`src/rtl/cpu_data_mem_arbiter_pkg.sv`:
```
// Shared constants for the CPU data memory arbiter and related multi-master
// blocks: port indices and the starvation limit used by the optional
// CPU-priority mode (CPU_DATA_MEM_ARB_CPU_PRIORITY_EN).
package cpu_data_mem_arbiter_pkg;

  localparam int       NUM_PORTS    = 2;
  localparam logic     PORT_CPU     = 1'b0;
  localparam logic     PORT_AUX     = 1'b1;
  localparam int       STARVE_W     = 4;
  localparam logic [STARVE_W-1:0] STARVE_LIMIT = 4'd15;

endpackage

```
`src/rtl/cpu_data_mem_rr_grant.sv`:
```
// 2-way round-robin grant cell.
//   i_req[1:0]    request per port
//   i_last_grant  index of the port granted most recently
//   o_gnt[1:0]    one-hot (or zero) grant, purely combinational
// A lone requester always wins; on a conflict the port that did not win
// last time is granted.
module cpu_data_mem_rr_grant
  import cpu_data_mem_arbiter_pkg::*;
(
  input  logic [1:0] i_req,
  input  logic       i_last_grant,
  output logic [1:0] o_gnt
);

  always_comb begin
    o_gnt = i_req;
    if (&i_req) o_gnt = (i_last_grant == PORT_AUX) ? 2'b01 : 2'b10;
  end

endmodule

```
`src/rtl/cpu_data_mem_arbiter.sv`:
```
// Shares one single-port synchronous data memory (1-cycle read latency, a
// write cycle performs no read) between the CPU (port 0) and a secondary
// master (port 1). One access granted per cycle; read data returns to the
// issuing port with a registered valid one cycle after the grant.
//
// Ports:
//   clk, rst_n                       clock, async active-low reset
//   mN_req/we/addr/wdata             port N request (held until mN_gnt)
//   mN_gnt                           combinational accept
//   mN_rvalid/rdata                  read return, one-cycle strobe
//   mem_addr/write_enable/write_data to the memory
//   mem_read_data                    from the memory
//
// Build option: CPU_DATA_MEM_ARB_CPU_PRIORITY_EN gives port 0 fixed priority
// with a starvation counter that lets port 1 through after 15 lost cycles.
// Without it the arbiter is pure round-robin.
module cpu_data_mem_arbiter
  import cpu_data_mem_arbiter_pkg::*;
#(
  parameter int DATA_WIDTH = 16,
  parameter int SIZE       = 1024,
  parameter int ADDR_WIDTH = $clog2(SIZE)
) (
  input  logic                  clk,
  input  logic                  rst_n,
  input  logic                  m0_req,
  input  logic                  m0_we,
  input  logic [ADDR_WIDTH-1:0] m0_addr,
  input  logic [DATA_WIDTH-1:0] m0_wdata,
  output logic                  m0_gnt,
  output logic                  m0_rvalid,
  output logic [DATA_WIDTH-1:0] m0_rdata,
  input  logic                  m1_req,
  input  logic                  m1_we,
  input  logic [ADDR_WIDTH-1:0] m1_addr,
  input  logic [DATA_WIDTH-1:0] m1_wdata,
  output logic                  m1_gnt,
  output logic                  m1_rvalid,
  output logic [DATA_WIDTH-1:0] m1_rdata,
  output logic [ADDR_WIDTH-1:0] mem_addr,
  output logic                  mem_write_enable,
  output logic [DATA_WIDTH-1:0] mem_write_data,
  input  logic [DATA_WIDTH-1:0] mem_read_data
);

  // Extra bit so SIZE itself is representable when SIZE is a power of 2.
  localparam logic [ADDR_WIDTH:0] SIZE_W = (ADDR_WIDTH+1)'(SIZE);

  logic [NUM_PORTS-1:0]                 w_req, w_gnt, w_we, w_oob, w_rvalid;
  logic [NUM_PORTS-1:0][ADDR_WIDTH-1:0] w_addr;
  logic [NUM_PORTS-1:0][DATA_WIDTH-1:0] w_wdata, w_rdata;
  logic                                 w_any, w_sel, w_last_eff, w_rd;

  logic r_rd_pend, r_rd_port, r_rd_oob;

  // Gating with rst_n keeps both grants low throughout reset.
  assign w_req   = {m1_req, m0_req} & {NUM_PORTS{rst_n}};
  assign w_we    = {m1_we, m0_we};
  assign w_addr  = {m1_addr, m0_addr};
  assign w_wdata = {m1_wdata, m0_wdata};

`ifdef CPU_DATA_MEM_ARB_CPU_PRIORITY_EN
  logic [STARVE_W-1:0] r_starve;

  // Fixed priority expressed through the RR cell: pretend port 1 won last
  // time (port 0 wins) unless port 1 has starved to the limit.
  assign w_last_eff = (r_starve == STARVE_LIMIT) ? PORT_CPU : PORT_AUX;

  always_ff @(posedge clk or negedge rst_n) begin
    if (!rst_n)                                   r_starve <= '0;
    else if (w_gnt[PORT_AUX])                     r_starve <= '0;
    else if (w_req[PORT_AUX] && r_starve != STARVE_LIMIT) r_starve <= r_starve + 1'b1;
  end
`else
  logic r_last_grant;

  assign w_last_eff = r_last_grant;

  always_ff @(posedge clk or negedge rst_n) begin
    if (!rst_n)     r_last_grant <= PORT_AUX;
    else if (w_any) r_last_grant <= w_sel;
  end
`endif

  cpu_data_mem_rr_grant u_rr (
    .i_req        (w_req),
    .i_last_grant (w_last_eff),
    .o_gnt        (w_gnt)
  );

  assign w_any = |w_gnt;
  assign w_sel = w_gnt[PORT_AUX];
  assign w_rd  = w_any & ~w_we[w_sel];

  // Memory side: muxed from the granted port, zero when idle.
  assign mem_addr         = w_any ? w_addr[w_sel]  : '0;
  assign mem_write_data   = w_any ? w_wdata[w_sel] : '0;
  assign mem_write_enable = w_any & w_we[w_sel] & ~w_oob[w_sel];

  always_ff @(posedge clk or negedge rst_n) begin
    if (!rst_n) begin
      r_rd_pend <= 1'b0;
      r_rd_port <= PORT_CPU;
      r_rd_oob  <= 1'b0;
    end else begin
      r_rd_pend <= w_rd;
      if (w_rd) begin
        r_rd_port <= w_sel;
        r_rd_oob  <= w_oob[w_sel];
      end
    end
  end

  for (genvar g = 0; g < NUM_PORTS; g++) begin : g_port
    // Out-of-range only arises when SIZE is not a power of 2.
    assign w_oob[g]    = {1'b0, w_addr[g]} >= SIZE_W;
    assign w_rvalid[g] = r_rd_pend & (r_rd_port == 1'(g));
    assign w_rdata[g]  = (w_rvalid[g] & ~r_rd_oob) ? mem_read_data : '0;
  end

  assign m0_gnt    = w_gnt[PORT_CPU];
  assign m1_gnt    = w_gnt[PORT_AUX];
  assign m0_rvalid = w_rvalid[PORT_CPU];
  assign m1_rvalid = w_rvalid[PORT_AUX];
  assign m0_rdata  = w_rdata[PORT_CPU];
  assign m1_rdata  = w_rdata[PORT_AUX];

endmodule

```
`config.mk`:
```
export PLATFORM = sky130hd
export DESIGN_NAME = cpu_data_mem_arbiter
export DESIGN_NICKNAME = d
export VERILOG_FILES = /design/src/rtl/cpu_data_mem_arbiter_pkg.sv /design/src/rtl/cpu_data_mem_rr_grant.sv /design/src/rtl/cpu_data_mem_arbiter.sv
export SDC_FILE = /design/constraint.sdc
export NUM_CORES = 1
export LEC_CHECK = 0
export CORE_UTILIZATION = 21
export DETAILED_ROUTE_END_ITERATION = 8
export GPL_TIMING_DRIVEN = 0
export PLACE_DENSITY_LB_ADDON = 0.12
export SYNTH_ARGS = -nofsm -noshare
export SYNTH_HDL_FRONTEND = slang
export SYNTH_HIERARCHICAL = 1
export SYNTH_SLANG_ARGS = --single-unit
```
`constraint.sdc`:
```
create_clock -name clk -period 4.3 [get_ports clk]
set_input_delay 0.86 -clock clk [delete_from_list [all_inputs] [get_ports clk]]
set_output_delay 0.86 -clock clk [all_outputs]
set_load 0.05 [all_outputs]
```
Yosys cells after proc, flatten, opt, wreduce, memory -nomap -nowiden
Index checks and enable logic that the tools add are counted.

$lt $le $gt $ge: 1. Muxes and demuxes: 13. Bitwise gates (word level): 12. Reductions and logical operators: 2.

Operators by type and width (count): 16-bit 2-to-1 mux (5); 10-bit 2-to-1 mux (3); 1-bit bitwise AND (7); 2-bit 2-to-1 mux (2); 1-bit inverter (4); 1-bit 2-to-1 mux (3); 2-bit bitwise AND (1); 1-bit by 2-bit < comparator with 1-bit output, second input constant (1); 2-bit AND reduction (1); 2-bit OR reduction (1).

Flip-flop bits (word level): 4. Output and inout bits: 63. Word-level logic and storage cells: 32.

Longest topological paths before layout
Word-level depth: 7. Mapped depth: 6. Depth with buffers taken out: 4.

Modules after synthesis
Netlist, hierarchy kept.

By module, submodules not included: cpu_data_mem_arbiter (times used 1, cells an instance 83, area each 661.9 um2); cpu_data_mem_rr_grant (times used 1, cells an instance 3, area each 18.8 um2).

Worst setup path before layout
Ideal clock, no wire load.

Kind: in2out. From: input m1_req. To: output mem_write_data[10]. Arrival time: 3302 ps. Slack: 138 ps. Stages: 5. Cells stage by stage: and2_1 > a21boi_0 > buf_2 > buf_4 > a22o_1.

Word-level cells in the longest chain between the ends: 6.

Ends and longest elaborated chain: start: declaration (line cpu_data_mem_arbiter.sv:33) `input logic m1_req,`; 2-bit bitwise AND (*) (line cpu_data_mem_arbiter.sv:57) `assign w_req = {m1_req, m0_req} & {NUM_PORTS{rst_n}};`; 2-bit AND reduction (line cpu_data_mem_rr_grant.sv:17) `if (&i_req) o_gnt = (i_last_grant == PORT_AUX) ? 2'b01 : 2'b10;`; 2-bit 2-to-1 mux (*) (line cpu_data_mem_rr_grant.sv:17); named net m1_gnt (line cpu_data_mem_arbiter.sv:37) `output logic m1_gnt,`; 16-bit 2-to-1 mux (not written as such) (2 in a row) (line cpu_data_mem_arbiter.sv:97) `assign mem_write_data = w_any ? w_wdata[w_sel] : '0;`; 16-bit 2-to-1 mux (*) (line cpu_data_mem_arbiter.sv:97); end: declaration (line cpu_data_mem_arbiter.sv:42) `output logic [DATA_WIDTH-1:0] mem_write_data,`.

Mark *: on every way through the listed nets, which the timed path passes. The rest lies on a longest branch. The select of a mux whose other input is x is not followed.

Worst setup path after layout
From: input rst_n. To: output mem_write_data[15].

Word-level cells in the longest chain between the ends: 6.

Ends and longest elaborated chain: start: declaration (line cpu_data_mem_arbiter.sv:25) `input logic rst_n,`; 2-bit bitwise AND (*) (line cpu_data_mem_arbiter.sv:57); named net w_req[1] (line cpu_data_mem_arbiter.sv:49) `logic [NUM_PORTS-1:0] w_req, w_gnt, w_we, w_oob, w_rvalid;`; 2-bit AND reduction (line cpu_data_mem_rr_grant.sv:17); 2-bit 2-to-1 mux (*) (line cpu_data_mem_rr_grant.sv:17); 16-bit 2-to-1 mux (not written as such) (2 in a row) (line cpu_data_mem_arbiter.sv:97); 16-bit 2-to-1 mux (*) (line cpu_data_mem_arbiter.sv:97).

Marks and branches as above.

==> results.ini <==
[timing]
setup_ws_ps = 269
fin_crit_ps = 4030
clock.fmax_mhz = 248
relSlewSlack = 0.650
drv_slew = 0
fin_skew_ps = 1.40
setup_viol = 0
rsz0062_at_grt = false
hold_viol = 0
worst_slew_pin_slew_ps = 525
post-route-period-util = 0.937

[yosys]
synth_cell_types = 19
synth_area_um2 = 681
seq_area_frac_synth = 0.112
synth.most_common_cell = a22o_1
synth_edf_count = 0
synth.top_cell.area_share = 0.347
synthFlopType = dfrtp_1
synth-seq-cells = 3
synth_commonest_cells = a22o_1, and2_1, and3_1
avgSynthCellArea_um2 = 7.91
syn_nets = 160
yosys_warnings = 6
synth_area_leaders = a22o_1, and2_1, and3_1
synth_top_area_cell = a22o_1
synthCells = 86
async_flop_share = 1.00

[cts]
post_cts_buffers = 0
clk_latency_ps = 230
cts_made_buffers = 3
htree_levels = 1
cts_hold_buf = 0
cts_resized = 4
ctsRootBufferMaster = clkbuf_4
cts.clk_slew.worst_paths_ps = 40
cts_tree = built
clk_path_buf_depth = 2
clock_sinks = 3

[grt]
grt_pass1_wl_mm = 5.13
grt_max_degree = 11
grt_pass1_vias = 1191
antenna_found_initial = 0
overflow = 0
grt_usage = 0.192

[layout]
fin_util = 0.707
nets = 301
diodes = 0
area_delta_synth_final_pct = 217
ff_latch_area_um2 = 76.3
multi_input_area_um2 = 523
fillCellCount = 253
layout-drive-gt1-share = 0.0575

[power_and_ir_drop]
p_sw_mw = 0.198
powerDensity_mw_per_mm2 = 189
ir_drop_mv = 0.0872
p_leak_nw = 1.14
p_seq_frac = 0.100
p_clk_frac = 0.121
p_sw_frac = 0.486
p_comb_frac = 0.779
p_int_mw = 0.210

[floorplan]
rows = 20
die_y_um = 58.9
initial_core_util = 0.223
fp.coreArea_mm2 = 0.00305
die_w_um = 58.9
pin_count = 137
die_area_mm2 = 0.00347

[route]
wl_mm = 3.52
drtIter0Drc = 23
routedWlPerCell_um = 13.0
drcViolationCount = 0
vias = 1252
dr.pass1.iters = 4
ant_nets = 0
via_per_inst = 4.64

[outcome]
status = finished clean

[worst_setup_path]
worstPathMaxFanout = 10
crit_path_start_kind = input port
critPathKind = in2out
worstPathRequired_ps = 3440
critPathArrivalTime_ps = 3170
worst_setup_path_end_kind = output port

[run]
drv_cap = 0

[place]
place_ws_ps = -31.9
dp_hpwl_mm = 3.00
place.gp.congestion = 0.660
port_buffers = 136

[min_path]
hold_path_class = reg2reg

## stage by stage
stage	TNS [ps]	std cells	power [mW]	instance area, µm²	hold slack (ps)
2_1_floorplan	0	86	0.217	681	454
3_3_place_gp	0	266	0.357	2100	469
3_5_place_dp	-50.8	266	0.362	2100	482
4_1_cts	0	270	0.413	2120	491
5_1_grt	0	270	0.427	2160	515
6_report	0	270	0.408	2160	492
## path summary, 6_finish.rpt
check                           slack (ps)         start            endpoint  cells after the start
worst max-delay path                   270         rst_n  mem_write_data[15]                      6
worst min-delay path                   490  r_last_grant        r_last_grant                      2
worst max register to register        2990  r_last_grant           r_rd_port                      4
worst min register to register         490  r_last_grant        r_last_grant                      2
max in group asynchronous             3250         rst_n        r_last_grant                      1
min in group asynchronous              820         rst_n           r_rd_pend                      1
## metal layers
metal | GRT usage | wire length, µm | vias to the layer above
met1 | 0.184 | 1170 | 573
met3 | 0.0505 | 330 | 2
li1 | - | - | 608
met2 | 0.383 | 2000 | 69
met5 | 0 | 0 | -
met4 | 0.0714 | 23 | 0
## cell families (layout without fill, tap and decap cells)
| logic type | Yosys count | in the layout | synth area share |
|---|---|---|---|
| AO/OA/AOI/OAI | 32 | 32 | 0.399 |
| buffers and inverters | 12 | 152 | 0.119 |
| flip-flops | 3 | 3 | 0.112 |
| AND/OR/NAND/NOR | 39 | 39 | 0.369 |
## power by group through the flow
stage          sequential, mW  combinational (mW)  clock, mW
2_1_floorplan          0.0389               0.179          0
3_3_place_gp           0.0405               0.317          0
3_5_place_dp           0.0410               0.321          0
4_1_cts                0.0407               0.320     0.0523
5_1_grt                0.0423               0.332     0.0537
6_report               0.0406               0.318     0.0495
## registers in the layout, indices dropped and copies added (netlist names)
name          cells
r_rd_pend         1
r_rd_port         1
r_last_grant      1
## final cells by class
type	instances	area share
timing repair buffer	136	0.647
multi-input combinational	71	0.242
sequential	3	0.0354
buffer	9	0.0325
tap	44	0.0255
clock buffer	4	0.0122
inverter	3	0.00522
## critical path, stage by stage
cell and delay (ps):
clkdlybuf4s50_1 540, and2_1 170, a21boi_1 320, buf_2 280, a22o_1 190, clkdlybuf4s50_1 800
## placed cells by master (no fill, tap or decap)
master           count
and2_1              19
and3_1              16
nor2b_1              2
nand2b_1             1
dlygate4sd2_1        4
dlymetal6s2s_1      16
clkbuf_1             3
clkdlybuf4s50_1    116
o21ai_0              1
buf_4                1
inv_2                1
inv_1                2
a22o_1              27
nor2b_4              1
clkbuf_4             3
dfstp_2              1
buf_6                4
dfrtp_1              2
o22a_1               1
a21boi_1             2
o22ai_1              1
buf_2                2
(Power assumes the default switching activity.)
